[src/rtl/instruction_fetch_if.sv]
// Fetch-stage bus bundle: instruction-memory request/response channel plus the decode-side handshake.
// master = fetch stage, slave = memory/decode environment.
interface instruction_fetch_if #(
   parameter int N = 32
);
   logic         imem_req_valid;
   logic         imem_req_ready;
   logic [N-1:0] imem_req_addr;
   logic         imem_resp_valid;
   logic [N-1:0] imem_resp_data;
   logic         if_valid;
   logic         if_ready;
   logic [N-1:0] if_pc;
   logic [N-1:0] if_instr;
   logic         if_misalign;

   modport master (
      output imem_req_valid, imem_req_addr,
      input  imem_req_ready, imem_resp_valid, imem_resp_data,
      output if_valid, if_pc, if_instr, if_misalign,
      input  if_ready
   );

   modport slave (
      input  imem_req_valid, imem_req_addr,
      output imem_req_ready, imem_resp_valid, imem_resp_data,
      input  if_valid, if_pc, if_instr, if_misalign,
      output if_ready
   );
endinterface

[src/rtl/instruction_fetch.sv]
// Fetch stage: one outstanding imem request at a time, returned {pc, instr} pairs buffered for decode.
// Optional FETCH_MISALIGN_EN: misaligned PCs skip memory and push a flagged NOP entry directly.
module instruction_fetch #(
   parameter int N     = 32,
   parameter int DEPTH = 2
) (
   input  logic                clk,
   input  logic                rst,
   input  logic [N-1:0]        pc_in,
   output logic                pc_advance,
   input  logic                flush,
   instruction_fetch_if.master bus
);
   localparam int            AW      = $clog2(DEPTH);
   localparam int            CW      = $clog2(DEPTH) + 1;
   localparam logic [CW-1:0] DEPTH_C = CW'(DEPTH);
   localparam logic [N-1:0]  NOP     = N'(32'h00000013);

   typedef enum logic [1:0] {S_REQ, S_WAIT, S_DROP} state_t;

   state_t        state_q, state_d;
   logic [N-1:0]  pc_mem    [DEPTH];
   logic [N-1:0]  instr_mem [DEPTH];
   logic [AW-1:0] wr_ptr, rd_ptr;
   logic [CW-1:0] occ, count;
   logic [N-1:0]  req_pc;
   logic [N-1:0]  push_pc, push_instr;
   logic          slot_free, req_fire, resp_push, mis_push, push, pop, pc_misalign;

`ifdef FETCH_MISALIGN_EN
   logic mis_mem [DEPTH];
   assign pc_misalign = |pc_in[1:0];
`else
   assign pc_misalign = 1'b0;
`endif

   // The in-flight request already owns a slot, so a response can always be pushed.
   assign count     = occ + CW'(state_q == S_WAIT);
   assign slot_free = count < DEPTH_C;

   assign bus.imem_req_addr = pc_in;
   assign req_fire          = bus.imem_req_valid & bus.imem_req_ready;
   assign pc_advance        = req_fire | mis_push;

   always_ff @(posedge clk or posedge rst) begin
      if (rst) state_q <= S_REQ;
      else     state_q <= state_d;
   end

   always_comb begin
      state_d = state_q;
      unique case (state_q)
         S_REQ:  if (req_fire) state_d = S_WAIT;
         S_WAIT: begin
            if (bus.imem_resp_valid) state_d = S_REQ;
            else if (flush)          state_d = S_DROP;
         end
         S_DROP: if (bus.imem_resp_valid) state_d = S_REQ;
         default: state_d = S_REQ;
      endcase
   end

   always_comb begin
      bus.imem_req_valid = 1'b0;
      mis_push           = 1'b0;
      resp_push          = 1'b0;
      unique case (state_q)
         S_REQ: begin
            mis_push           = !rst && !flush && slot_free && pc_misalign;
            bus.imem_req_valid = !rst && !flush && slot_free && !pc_misalign;
         end
         S_WAIT:  resp_push = bus.imem_resp_valid && !flush;
         default: ;
      endcase
   end

   always_ff @(posedge clk) begin
      if (req_fire) req_pc <= pc_in;
   end

   // Fetch buffer: circular storage, head read combinationally.
   assign push       = resp_push | mis_push;
   assign pop        = bus.if_valid & bus.if_ready;
   assign push_pc    = mis_push ? pc_in : req_pc;
   assign push_instr = mis_push ? NOP : bus.imem_resp_data;

   always_ff @(posedge clk or posedge rst) begin
      if (rst) begin
         wr_ptr <= '0;
         rd_ptr <= '0;
         occ    <= '0;
      end else if (flush) begin
         wr_ptr <= '0;
         rd_ptr <= '0;
         occ    <= '0;
      end else begin
         if (push) wr_ptr <= wr_ptr + AW'(1);
         if (pop)  rd_ptr <= rd_ptr + AW'(1);
         if (push && !pop)      occ <= occ + CW'(1);
         else if (pop && !push) occ <= occ - CW'(1);
      end
   end

   always_ff @(posedge clk) begin
      if (push) begin
         pc_mem[wr_ptr]    <= push_pc;
         instr_mem[wr_ptr] <= push_instr;
`ifdef FETCH_MISALIGN_EN
         mis_mem[wr_ptr]   <= mis_push;
`endif
      end
   end

   assign bus.if_valid = occ != '0;
   assign bus.if_pc    = bus.if_valid ? pc_mem[rd_ptr] : '0;
   assign bus.if_instr = bus.if_valid ? instr_mem[rd_ptr] : '0;
`ifdef FETCH_MISALIGN_EN
   assign bus.if_misalign = bus.if_valid & mis_mem[rd_ptr];
`else
   assign bus.if_misalign = 1'b0;
`endif
endmodule

[src/flat_wrapper.sv]
// flat-port wrapper written by rule: the top's interface ports become plain ports
module instruction_fetch_flat 
#(
   parameter int N     = 32,
   parameter int DEPTH = 2
)
  (clk, rst, pc_in, pc_advance, flush, bus_imem_req_valid, bus_imem_req_addr, bus_imem_req_ready, bus_imem_resp_valid, bus_imem_resp_data, bus_if_valid, bus_if_pc, bus_if_instr, bus_if_misalign, bus_if_ready);
  instruction_fetch_if #(.N(N)) bus_i ();
  input  logic clk;
  input  logic rst;
  input  logic [N-1:0] pc_in;
  output logic pc_advance;
  input  logic flush;
  output wire logic [$bits(bus_i.imem_req_valid)-1:0] bus_imem_req_valid;
  output wire logic [$bits(bus_i.imem_req_addr)-1:0] bus_imem_req_addr;
  input wire logic [$bits(bus_i.imem_req_ready)-1:0] bus_imem_req_ready;
  input wire logic [$bits(bus_i.imem_resp_valid)-1:0] bus_imem_resp_valid;
  input wire logic [$bits(bus_i.imem_resp_data)-1:0] bus_imem_resp_data;
  output wire logic [$bits(bus_i.if_valid)-1:0] bus_if_valid;
  output wire logic [$bits(bus_i.if_pc)-1:0] bus_if_pc;
  output wire logic [$bits(bus_i.if_instr)-1:0] bus_if_instr;
  output wire logic [$bits(bus_i.if_misalign)-1:0] bus_if_misalign;
  input wire logic [$bits(bus_i.if_ready)-1:0] bus_if_ready;
  assign bus_imem_req_valid = bus_i.imem_req_valid;
  assign bus_imem_req_addr = bus_i.imem_req_addr;
  assign bus_i.imem_req_ready = bus_imem_req_ready;
  assign bus_i.imem_resp_valid = bus_imem_resp_valid;
  assign bus_i.imem_resp_data = bus_imem_resp_data;
  assign bus_if_valid = bus_i.if_valid;
  assign bus_if_pc = bus_i.if_pc;
  assign bus_if_instr = bus_i.if_instr;
  assign bus_if_misalign = bus_i.if_misalign;
  assign bus_i.if_ready = bus_if_ready;
  instruction_fetch #(.N(N), .DEPTH(DEPTH)) u_core (.clk(clk), .rst(rst), .pc_in(pc_in), .pc_advance(pc_advance), .flush(flush), .bus(bus_i));
endmodule
[config.mk]
export PLATFORM = sky130hd
export DESIGN_NAME = instruction_fetch_flat
export DESIGN_NICKNAME = d
export VERILOG_FILES = /design/src/rtl/instruction_fetch_if.sv /design/src/rtl/instruction_fetch.sv /design/src/flat_wrapper.sv
export SDC_FILE = /design/constraint.sdc
export NUM_CORES = 1
export LEC_CHECK = 0
export CAP_MARGIN = 20
export CORE_MARGIN = 3
export CORE_UTILIZATION = 50
export DETAILED_ROUTE_END_ITERATION = 12
export PLACE_DENSITY = 0.82
export SLEW_MARGIN = 20
export SYNTH_ARGS = -nofsm -noshare
export SYNTH_HDL_FRONTEND = slang
export SYNTH_SLANG_ARGS = --single-unit
[constraint.sdc]
create_clock -name clk -period 6.95 [get_ports clk]
set_input_delay 1.39 -clock clk [delete_from_list [all_inputs] [get_ports clk]]
set_output_delay 1.39 -clock clk [all_outputs]
set_load 0.005 [all_outputs]
==> impl_metrics.json, run 1 <==
{
  "grt_pass1_vias": 3729,
  "drcViolationCount": 0,
  "synth_area_per_cell_um2": 17.09,
  "crit_slowest_cell": "or4_1",
  "core_area_mm2": 0.01221,
  "crit_top_cell": "clkdlybuf4s50_1",
  "area_growth_syn_to_layout_pct": 34.87,
  "ant_nets": 0,
  "hp-class": "flop to flop",
  "fmax_mhz": 207.6,
  "floorplan.initialDensity_pct": 52.07,
  "cts_buffers": 17,
  "die_area_mm2": 0.01411,
  "required_ns": 5.56,
  "hold_depth": 0,
  "setup_viol": 0,
  "max_slew_margin_pct": 43.94,
  "synthDistinctLibCells": 27,
  "final_cell_mix": "clkdlybuf4s50_1 (168), edfxtp_1 (160), nor2_1 (67)",
  "path_cells": "clkdlybuf4s50_1, or4_1, nor2_2, and2_1, clkdlybuf4s50_1",
  "antenna_found_initial": 0,
  "io_buffer_count": 168,
  "status": "finished clean",
  "row_count": 40,
  "skew_ns": 0.005884,
  "total_leakage_power_nw": 2.753,
  "syn_area_mm2": 0.006359,
  "layout_min_cycle_time_ns": 4.818,
  "use_met2_pct": 30.34,
  "grtUsageMet1_pct": 20.10,
  "place_congestion": 0.7355,
  "crit_buf_inv": 2,
  "endpoint_kind": "output pin",
  "cp.arrival_ns": 3.43,
  "vias": 3446,
  "numPlacedInstances": 665,
  "drt-initial-drc-count": 219,
  "fin_setup_tns_ns": 0,
  "yosysSeqAreaShare_pct": 77.92,
  "ir_drop_v": 0.0002239,
  "cts_resized": 0,
  "maxSlewViolCount": 0,
  "finalWirelength_um": 11960,
  "maxCapViolations": 0,
  "cts_max_level": 4,
  "chipWidth_um": 118.8,
  "rsz0062_at_grt": "no",
  "grt_max_degree": 67,
  "die_h_um": 118.8,
  "slowest_delay_ns": 0.56,
  "layout_commonest_cell": "clkdlybuf4s50_1",
  "clk_pin_slew_ns": 0.06,
  "ys_ff_latch": 166,
  "synth_fp_nets": 442,
  "crit_type": "input port to output pin",
  "met3_usage_pct": 5.407,
  "overflow": 0,
  "antennaDiodeCount": 0,
  "grt_usage_pct": 17.55,
  "r2r.worst_path.cells": 4,
  "grt-busiest-layer": "met2",
  "dp_hpwl_um": 7674,
  "cts_tree": "built",
  "cp_max_fo": 8,
  "critPathLaunchType": "input port",
  "critPathTopFamily": "buffers and inverters",
  "insertion_delay_ns": 0.41,
  "first_pass_iters": 4,
  "drive_above_1_share_pct": 6.805,
  "holdBufCountCts": 0,
  "grt_pass1_wl_um": 18950,
  "finalHoldViolations": 0,
  "via_per_inst": 4.944,
  "ioPinCount": 170,
  "cts.sinks": 166,
  "root_buffer": "clkbuf_16",
  "p_per_area_mw_per_mm2": 248.5,
  "syn-instance-count": 372,
  "routedWlPerCell_um": 17.16,
  "clk_path_buf_depth": 2,
  "post_cts_buffers": 0,
  "yosysWarningCount": 0,
  "period_share_pct": 69.32,
  "cp.depth": 5,
  "fin_cells": 697,
  "tightest_slew_ns": 0.8389,
  "nNetsFinal": 587
}
-- worst paths after layout --
kind / slack [ns] / end / start
setup reg to reg: 4.31 / u_core.instr_mem[0][8] / u_core.state_q[1]
hold / removal: 0.44 / u_core.pc_mem[0][30] / u_core.push_pc[30]
max in group asynchronous: 5.49 / u_core.rd_ptr / rst
hold reg to reg: 0.44 / u_core.pc_mem[0][30] / u_core.push_pc[30]
min in group asynchronous: 1.23 / u_core.state_q[1] / rst
setup / recovery: 2.13 / pc_advance / flush
-- stage by stage --
stage / setup slack [ns] / cell area, µm² / power, W / hold WS, ns / util [%]
after floorplan: 2.004 / 6359 / 0.001179 / 0.4215 / -
after global placement: 2.110 / 7979 / 0.001248 / 0.4222 / 65.34
after detailed placement: 2.112 / 7979 / 0.001253 / 0.4290 / 65.34
after CTS: 2.090 / 8548 / 0.002148 / 0.4431 / 70.00
after global routing: 2.007 / 8576 / 0.002202 / 0.4558 / 70.23
final: 2.132 / 8576 / 0.002131 / 0.4424 / 70.23
-- layer usage --
layer  routed length, µm  vias up
met5                   0        -
met4                 248        0
met3                 669       23
met2                6243      125
met1                4801     1678
li1                    -     1620
-- layout make-up --
cell class / count / area [µm²]
clock inverters: 12 / 136.4
multi-input cells: 156 / 1087
fillers: 817 / 3636
well taps: 168 / 210.2
clock buffers: 19 / 432.9
flip-flops and latches: 166 / 4959
inverters: 3 / 11.26
repair buffers: 173 / 1739
-- flip-flops by register name, indices dropped and copies added (netlist names) --
| signal | cells |
|---|---|
| u_core.instr_mem | 64 |
| u_core.occ | 2 |
| u_core.pc_mem | 64 |
| u_core.push_pc | 32 |
| u_core.rd_ptr | 1 |
| u_core.state_q | 2 |
| u_core.wr_ptr | 1 |
-- Yosys cell counts, drive strengths merged --
cell / instances / share of area, %
xor2: 1 / 0.14
o21ai: 1 / 0.079
a21o: 1 / 0.12
dfrtp: 6 / 2.4
buf: 45 / 5.0
a2111oi: 1 / 0.16
nand2: 2 / 0.12
nand3b: 1 / 0.12
nor2: 71 / 4.2
clkbuf: 2 / 0.12
mux2: 1 / 0.18
nor2b: 2 / 0.20
a21oi: 1 / 0.079
edfxtp: 160 / 76
conb: 1 / 0.059
or2: 1 / 0.098
mux2i: 66 / 10
or4: 1 / 0.12
xnor2: 1 / 0.14
nor4b: 1 / 0.14
inv: 3 / 0.18
and4bb: 1 / 0.20
nand2b: 1 / 0.098
and2: 1 / 0.098
-- worst reg2reg max path: cells and delay by family (launching register included) --
| family | cells | cell delay [ns] |
|---|---|---|
| buffers and inverters | 1 | 0.58 |
| DFF | 1 | 0.42 |
| and+or+nand+nor | 3 | 1.24 |
-- cell families (layout without fill, tap and decap cells) --
| logic type | count (synthesis) | in the layout | synth area share [%] |
|---|---|---|---|
| buffers and inverters | 50 | 207 | 5.332 |
| xor gates and xnor gates | 2 | 2 | 0.2755 |
| other | 1 | 1 | 0.05898 |
| DFF | 166 | 166 | 77.92 |
| AOI/OAI and AO/OA | 4 | 4 | 0.4328 |
| muxes | 67 | 67 | 10.57 |
| and+or+nand+nor | 82 | 82 | 5.412 |
-- report_power, final --
part	internal, W	switching [W]	total, W
logic	0.0000730	0.0000415	0.000114
clock network	0.000555	0.000345	0.000900
registers	0.00111	0.00000749	0.00112
(Power assumes the default switching activity.)
==> run 2, diff against run 1 <==
--- a/config.mk
+++ b/config.mk
@@ -7,9 +7,9 @@
 export LEC_CHECK = 0
 export CAP_MARGIN = 20
 export CORE_MARGIN = 3
-export CORE_UTILIZATION = 50
+export CORE_UTILIZATION = 48
 export DETAILED_ROUTE_END_ITERATION = 12
-export PLACE_DENSITY = 0.82
+export PLACE_DENSITY = 0.79
 export SLEW_MARGIN = 20
 export SYNTH_ARGS = -nofsm -noshare
 export SYNTH_HDL_FRONTEND = slang
==> constraint.sdc (replaced) <==
create_clock -name clk -period 5 [get_ports clk]
set_input_delay 1 -clock clk [delete_from_list [all_inputs] [get_ports clk]]
set_output_delay 1 -clock clk [all_outputs]
set_load 0.005 [all_outputs]
==> run 2 against run 1 <==
  * Via count is 1.9% lower
  * Setup slack got worse by 1.2 ns
  * Sequential cell count is the same
  * Cell area up 0.26%
  * Clock-buffer cell count rose by 1
  * Power rose by 39%
  * Critical path depth unchanged
  * Worst hold slack got worse by 0.0011 ns
  * Wire length fell by 4.9%
  * Clock skew is 0.0016 ns higher
==> impl_metrics.json, run 2 (synthesis results as in run 1) <==
{
  "clk_path_buf_depth": 2,
  "via_per_inst": 4.829,
  "ioPinCount": 170,
  "die_area_mm2": 0.01466,
  "pre_cts_ws_ns": 0.9468,
  "area_growth_syn_to_layout_pct": 35.22,
  "chipWidth_um": 121.1,
  "fillCellCount": 864,
  "row_count": 41,
  "core_area_mm2": 0.01277,
  "ant_nets": 0,
  "power_switching_w": 0.0005442,
  "postLayoutCoreUtil_pct": 67.31,
  "die_h_um": 121.1,
  "grt_pass1_vias": 3594,
  "dp_hpwl_um": 7364,
  "reg2reg_slack_ns": 2.59,
  "required_ns": 4.00,
  "insertion_delay_ns": 0.41,
  "cts_tree": "built",
  "rsz0062_at_grt": "no",
  "routedWlPerCell_um": 16.25,
  "setup_ws_ns": 0.9622,
  "antenna_found_initial": 0,
  "cts.sinks": 166,
  "max_slew_margin_pct": 34.17,
  "grt_max_degree": 66,
  "place_congestion": 0.7730,
  "finalHoldViolations": 0,
  "post_cts_buffers": 0,
  "endpoint_kind": "output pin",
  "io_buffer_count": 168,
  "drt-initial-drc-count": 199,
  "switching_share_pct": 18.37,
  "final_cell_mix": "clkdlybuf4s50_1 (168), edfxtp_1 (160), nor2_1 (67)",
  "fmax_mhz": 247.7,
  "period_share_pct": 80.76,
  "cts_max_level": 4,
  "holdBufCountCts": 0,
  "nNetsFinal": 587,
  "finalWirelength_um": 11380,
  "maxSlewViolCount": 0,
  "p_int_w": 0.002419,
  "combPwrFrac_pct": 5.4,
  "root_buffer": "clkbuf_16",
  "ir_drop_v": 0.0001805,
  "clk_pin_slew_ns": 0.06,
  "vias": 3380,
  "status": "finished clean",
  "setup_viol": 0,
  "first_pass_iters": 5,
  "layout_min_cycle_time_ns": 4.038,
  "cp_max_fo": 8,
  "floorplan.initialDensity_pct": 49.78,
  "p_total_w": 0.002963,
  "overflow": 0,
  "grt_usage_pct": 15.88,
  "drcViolationCount": 0,
  "hp-class": "flop to flop",
  "total_leakage_power_nw": 2.752,
  "crit_type": "input port to output pin",
  "cp.arrival_ns": 3.04,
  "critPathLaunchType": "input port",
  "layout_commonest_cell": "clkdlybuf4s50_1",
  "fin_setup_tns_ns": 0,
  "tightest_slew_ns": 0.9851,
  "antennaDiodeCount": 0,
  "skew_ns": 0.007512,
  "cts_resized": 0,
  "grt_pass1_wl_um": 17700,
  "maxCapViolations": 0,
  "pwr-share-seq_pct": 52.4,
  "p_per_area_mw_per_mm2": 344.6,
  "p_clk_share_pct": 42.2,
  "drive_above_1_share_pct": 7.008,
  "cts_buffers": 17
}
==> run 2: changes by cell type in the layout (fill, tap and decap cells not counted) <==
cell,previous run,this run
clkbuf_1,2,3
buf_12,0,3
clkinvlp_4,3,4
buf_4,4,2
clkinv_1,5,2
buf_16,1,0
==> run 2: power by group through the flow <==
| stage | combinational (W) | clock, W | sequential, W |
|---|---|---|---|
| floorplan | 0.0000618 | 0 | 0.00158 |
| global placement | 0.000155 | 0 | 0.00158 |
| detailed placement | 0.000158 | 0 | 0.00158 |
| CTS | 0.000160 | 0.00128 | 0.00155 |
| global route | 0.000171 | 0.00133 | 0.00155 |
| finish | 0.000159 | 0.00125 | 0.00155 |
==> run 2: path summary, 6_finish.rpt <==
check	startpoint	to	cells after the start
min in group asynchronous	rst	u_core.occ[0]	2
worst max-delay path	flush	pc_advance	5
max in group asynchronous	rst	u_core.rd_ptr	2
worst max register to register	u_core.state_q[1]	u_core.pc_mem[1][18]	4
worst min-delay path	u_core.push_pc[8]	u_core.pc_mem[1][8]	0
worst min register to register	u_core.push_pc[8]	u_core.pc_mem[1][8]	0
==> run 2: final cells by class <==
class | instances | area [µm²] | area share [%]
well taps | 172 | 215.2 | 2.503
inverters | 3 | 11.26 | 0.1310
flip-flops and latches | 166 | 4959 | 57.67
multi-input cells | 156 | 1087 | 12.65
clock buffers | 20 | 436.7 | 5.079
repair buffers | 173 | 1757 | 20.43
clock inverters | 10 | 132.6 | 1.542
==> run 2: through the flow <==
stage / instances / hold WS (ns) / area [µm²]
detailed placement: 669 / 0.4290 / 8009
floorplan: 372 / 0.4215 / 6359
global route: 700 / 0.4517 / 8598
finish: 700 / 0.4413 / 8598
CTS: 699 / 0.4428 / 8578
global placement: 669 / 0.4228 / 8009
==> run 2: layer usage <==
metal,vias up,track usage [%],share of wire (%),wire [µm]
li1,1618,-,-,-
met1,1636,18.50,40,4589
met2,116,27.89,53,5996
met3,10,4.895,6.1,692
met4,0,5.312,0.87,99
met5,-,0,0,0
==> run 2: worst max-delay path, stage by stage <==
cell,delay (ns)
clkdlybuf4s50_1,0.52
or4_1,0.56
nor2_2,0.13
and2_1,0.27
clkdlybuf4s50_1,0.55
==> run 3, diff against run 2 <==
==> constraint.sdc (replaced) <==
create_clock -name clk -period 4.07 [get_ports clk]
set_input_delay 0.814 -clock clk [delete_from_list [all_inputs] [get_ports clk]]
set_output_delay 0.814 -clock clk [all_outputs]
set_load 0.005 [all_outputs]
==> run 3 against run 2 <==
  * Die area unchanged
  * Highest routed layer unchanged
  * Clock power rose by 21%
  * Register-to-register slack got worse by 0.66 ns
  * Power grew 22%
  * Critical path depth did not move
  * Combinational power is 24% higher
  * Core utilization hardly changed
  * Setup slack got worse by 0.58 ns
==> impl_metrics.json, run 3 (synthesis results as in run 1) <==
{
  "row_count": 41,
  "cts.sinks": 166,
  "dp_hpwl_um": 7617,
  "ir_drop_v": 0.0002370,
  "place_congestion": 0.7980,
  "clk_pin_slew_ns": 0.06,
  "via_per_inst": 4.871,
  "grt_pass1_vias": 3667,
  "grt_max_degree": 65,
  "clk_path_buf_depth": 2,
  "r2r.worst_path.cells": 4,
  "io_buffer_count": 168,
  "ioPinCount": 170,
  "root_buffer": "clkbuf_16",
  "maxCapViolations": 0,
  "cp_max_fo": 8,
  "overflow": 0,
  "grt_usage_pct": 16.41,
  "vias": 3424,
  "cts_max_level": 4,
  "hp-class": "flop to flop",
  "reg2reg_slack_ns": 1.93,
  "numPlacedInstances": 671,
  "routedWlPerCell_um": 16.58,
  "die_area_mm2": 0.01466,
  "finalWirelength_um": 11650,
  "slowest_delay_ns": 0.57,
  "cts_buffers": 17,
  "drcViolationCount": 0,
  "cp.arrival_ns": 2.87,
  "tightest_slew_ns": 0.7132,
  "grt_pass1_wl_um": 18180,
  "hold_depth": 0,
  "path_cells": "clkdlybuf4s50_1, or4_1, nor2_2, and2_1, clkdlybuf4s50_1",
  "crit_top_cell": "clkdlybuf4s50_1",
  "pre_cts_ws_ns": 0.3830,
  "p_per_area_mw_per_mm2": 420.5,
  "layout_min_cycle_time_ns": 3.686,
  "status": "finished clean",
  "place_area_mm2": 0.008036,
  "crit_type": "input port to output pin",
  "antennaDiodeCount": 0,
  "period_share_pct": 90.57,
  "die_h_um": 121.1,
  "cts_resized": 0,
  "layout_commonest_cell": "clkdlybuf4s50_1",
  "drt-initial-drc-count": 201,
  "cts_tree": "built",
  "skew_ns": 0.006489,
  "post_cts_buffers": 0,
  "setup_ws_ns": 0.3836,
  "drive_above_1_share_pct": 7.345,
  "max_slew_margin_pct": 52.46,
  "setup_viol": 0,
  "total_leakage_power_nw": 2.753,
  "area_growth_syn_to_layout_pct": 35.26,
  "required_ns": 3.26,
  "fin_cells": 703,
  "crit_slowest_cell": "or4_1",
  "antenna_found_initial": 0,
  "insertion_delay_ns": 0.41,
  "finalHoldViolations": 0,
  "final_cell_mix": "clkdlybuf4s50_1 (168), edfxtp_1 (160), nor2_1 (67)",
  "fin_setup_tns_ns": 0,
  "nNetsFinal": 588,
  "core_area_mm2": 0.01277,
  "rsz0062_at_grt": "no",
  "fin_area_mm2": 0.008601,
  "ant_nets": 0,
  "maxSlewViolCount": 0,
  "holdBufCountCts": 0,
  "fmax_mhz": 271.3,
  "critPathTopFamily": "buffers and inverters",
  "cp.depth": 5,
  "floorplan.initialDensity_pct": 49.78,
  "crit_buf_inv": 2,
  "chipWidth_um": 121.1,
  "first_pass_iters": 4,
  "critPathLaunchType": "input port",
  "endpoint_kind": "output pin"
}
run 3: changes by cell type in the layout (fill, tap and decap cells not counted), sizes merged:
cell,delta
bufinv,-1
inv,+2
clkinv,+2
clkbuf,-1
buf,+1
run 3: layout make-up:
cell class,instances,area (µm²)
flip-flops and latches,166,4959
fillers,861,4173
repair buffers,174,1764
multi-input cells,156,1087
clock buffers,19,432.9
well taps,172,215.2
clock inverters,13,131.4
inverters,3,11.26
run 3: metal layers:
metal	global-route usage, %	part of all wire [%]	routed length (µm)
met1	18.13	40	4615
met5	0	0	0
met4	5.453	0.97	113
met2	29.45	53	6158
met3	5.688	6.6	767
run 3: worst paths after layout:
kind                               startpoint              endpoint
min                        u_core.push_pc[11]  u_core.pc_mem[1][11]
min reg2reg                u_core.push_pc[11]  u_core.pc_mem[1][11]
max in group asynchronous                 rst         u_core.rd_ptr
min in group asynchronous                 rst         u_core.occ[1]
max                                     flush            pc_advance
max reg2reg                 u_core.state_q[1]    u_core.push_pc[19]
run 3: report_power, final:
group / internal, W / switching, W
sequential: 0.00189 / 0.0000134
clock: 0.000899 / 0.000613
combinational: 0.000126 / 0.0000715
total: 0.00292 / 0.000698
run 3: stage by stage:
| stage | util, % | total power (W) | hold WS (ns) |
|---|---|---|---|
| 4_1_cts | 67.33 | 0.003652 | 0.4430 |
| 2_1_floorplan | - | 0.002013 | 0.4215 |
| 3_5_place_dp | 62.92 | 0.002142 | 0.4290 |
| 5_1_grt | 67.33 | 0.003735 | 0.4535 |
| 3_3_place_gp | 62.92 | 0.002136 | 0.4227 |
| 6_report | 67.33 | 0.003616 | 0.4442 |
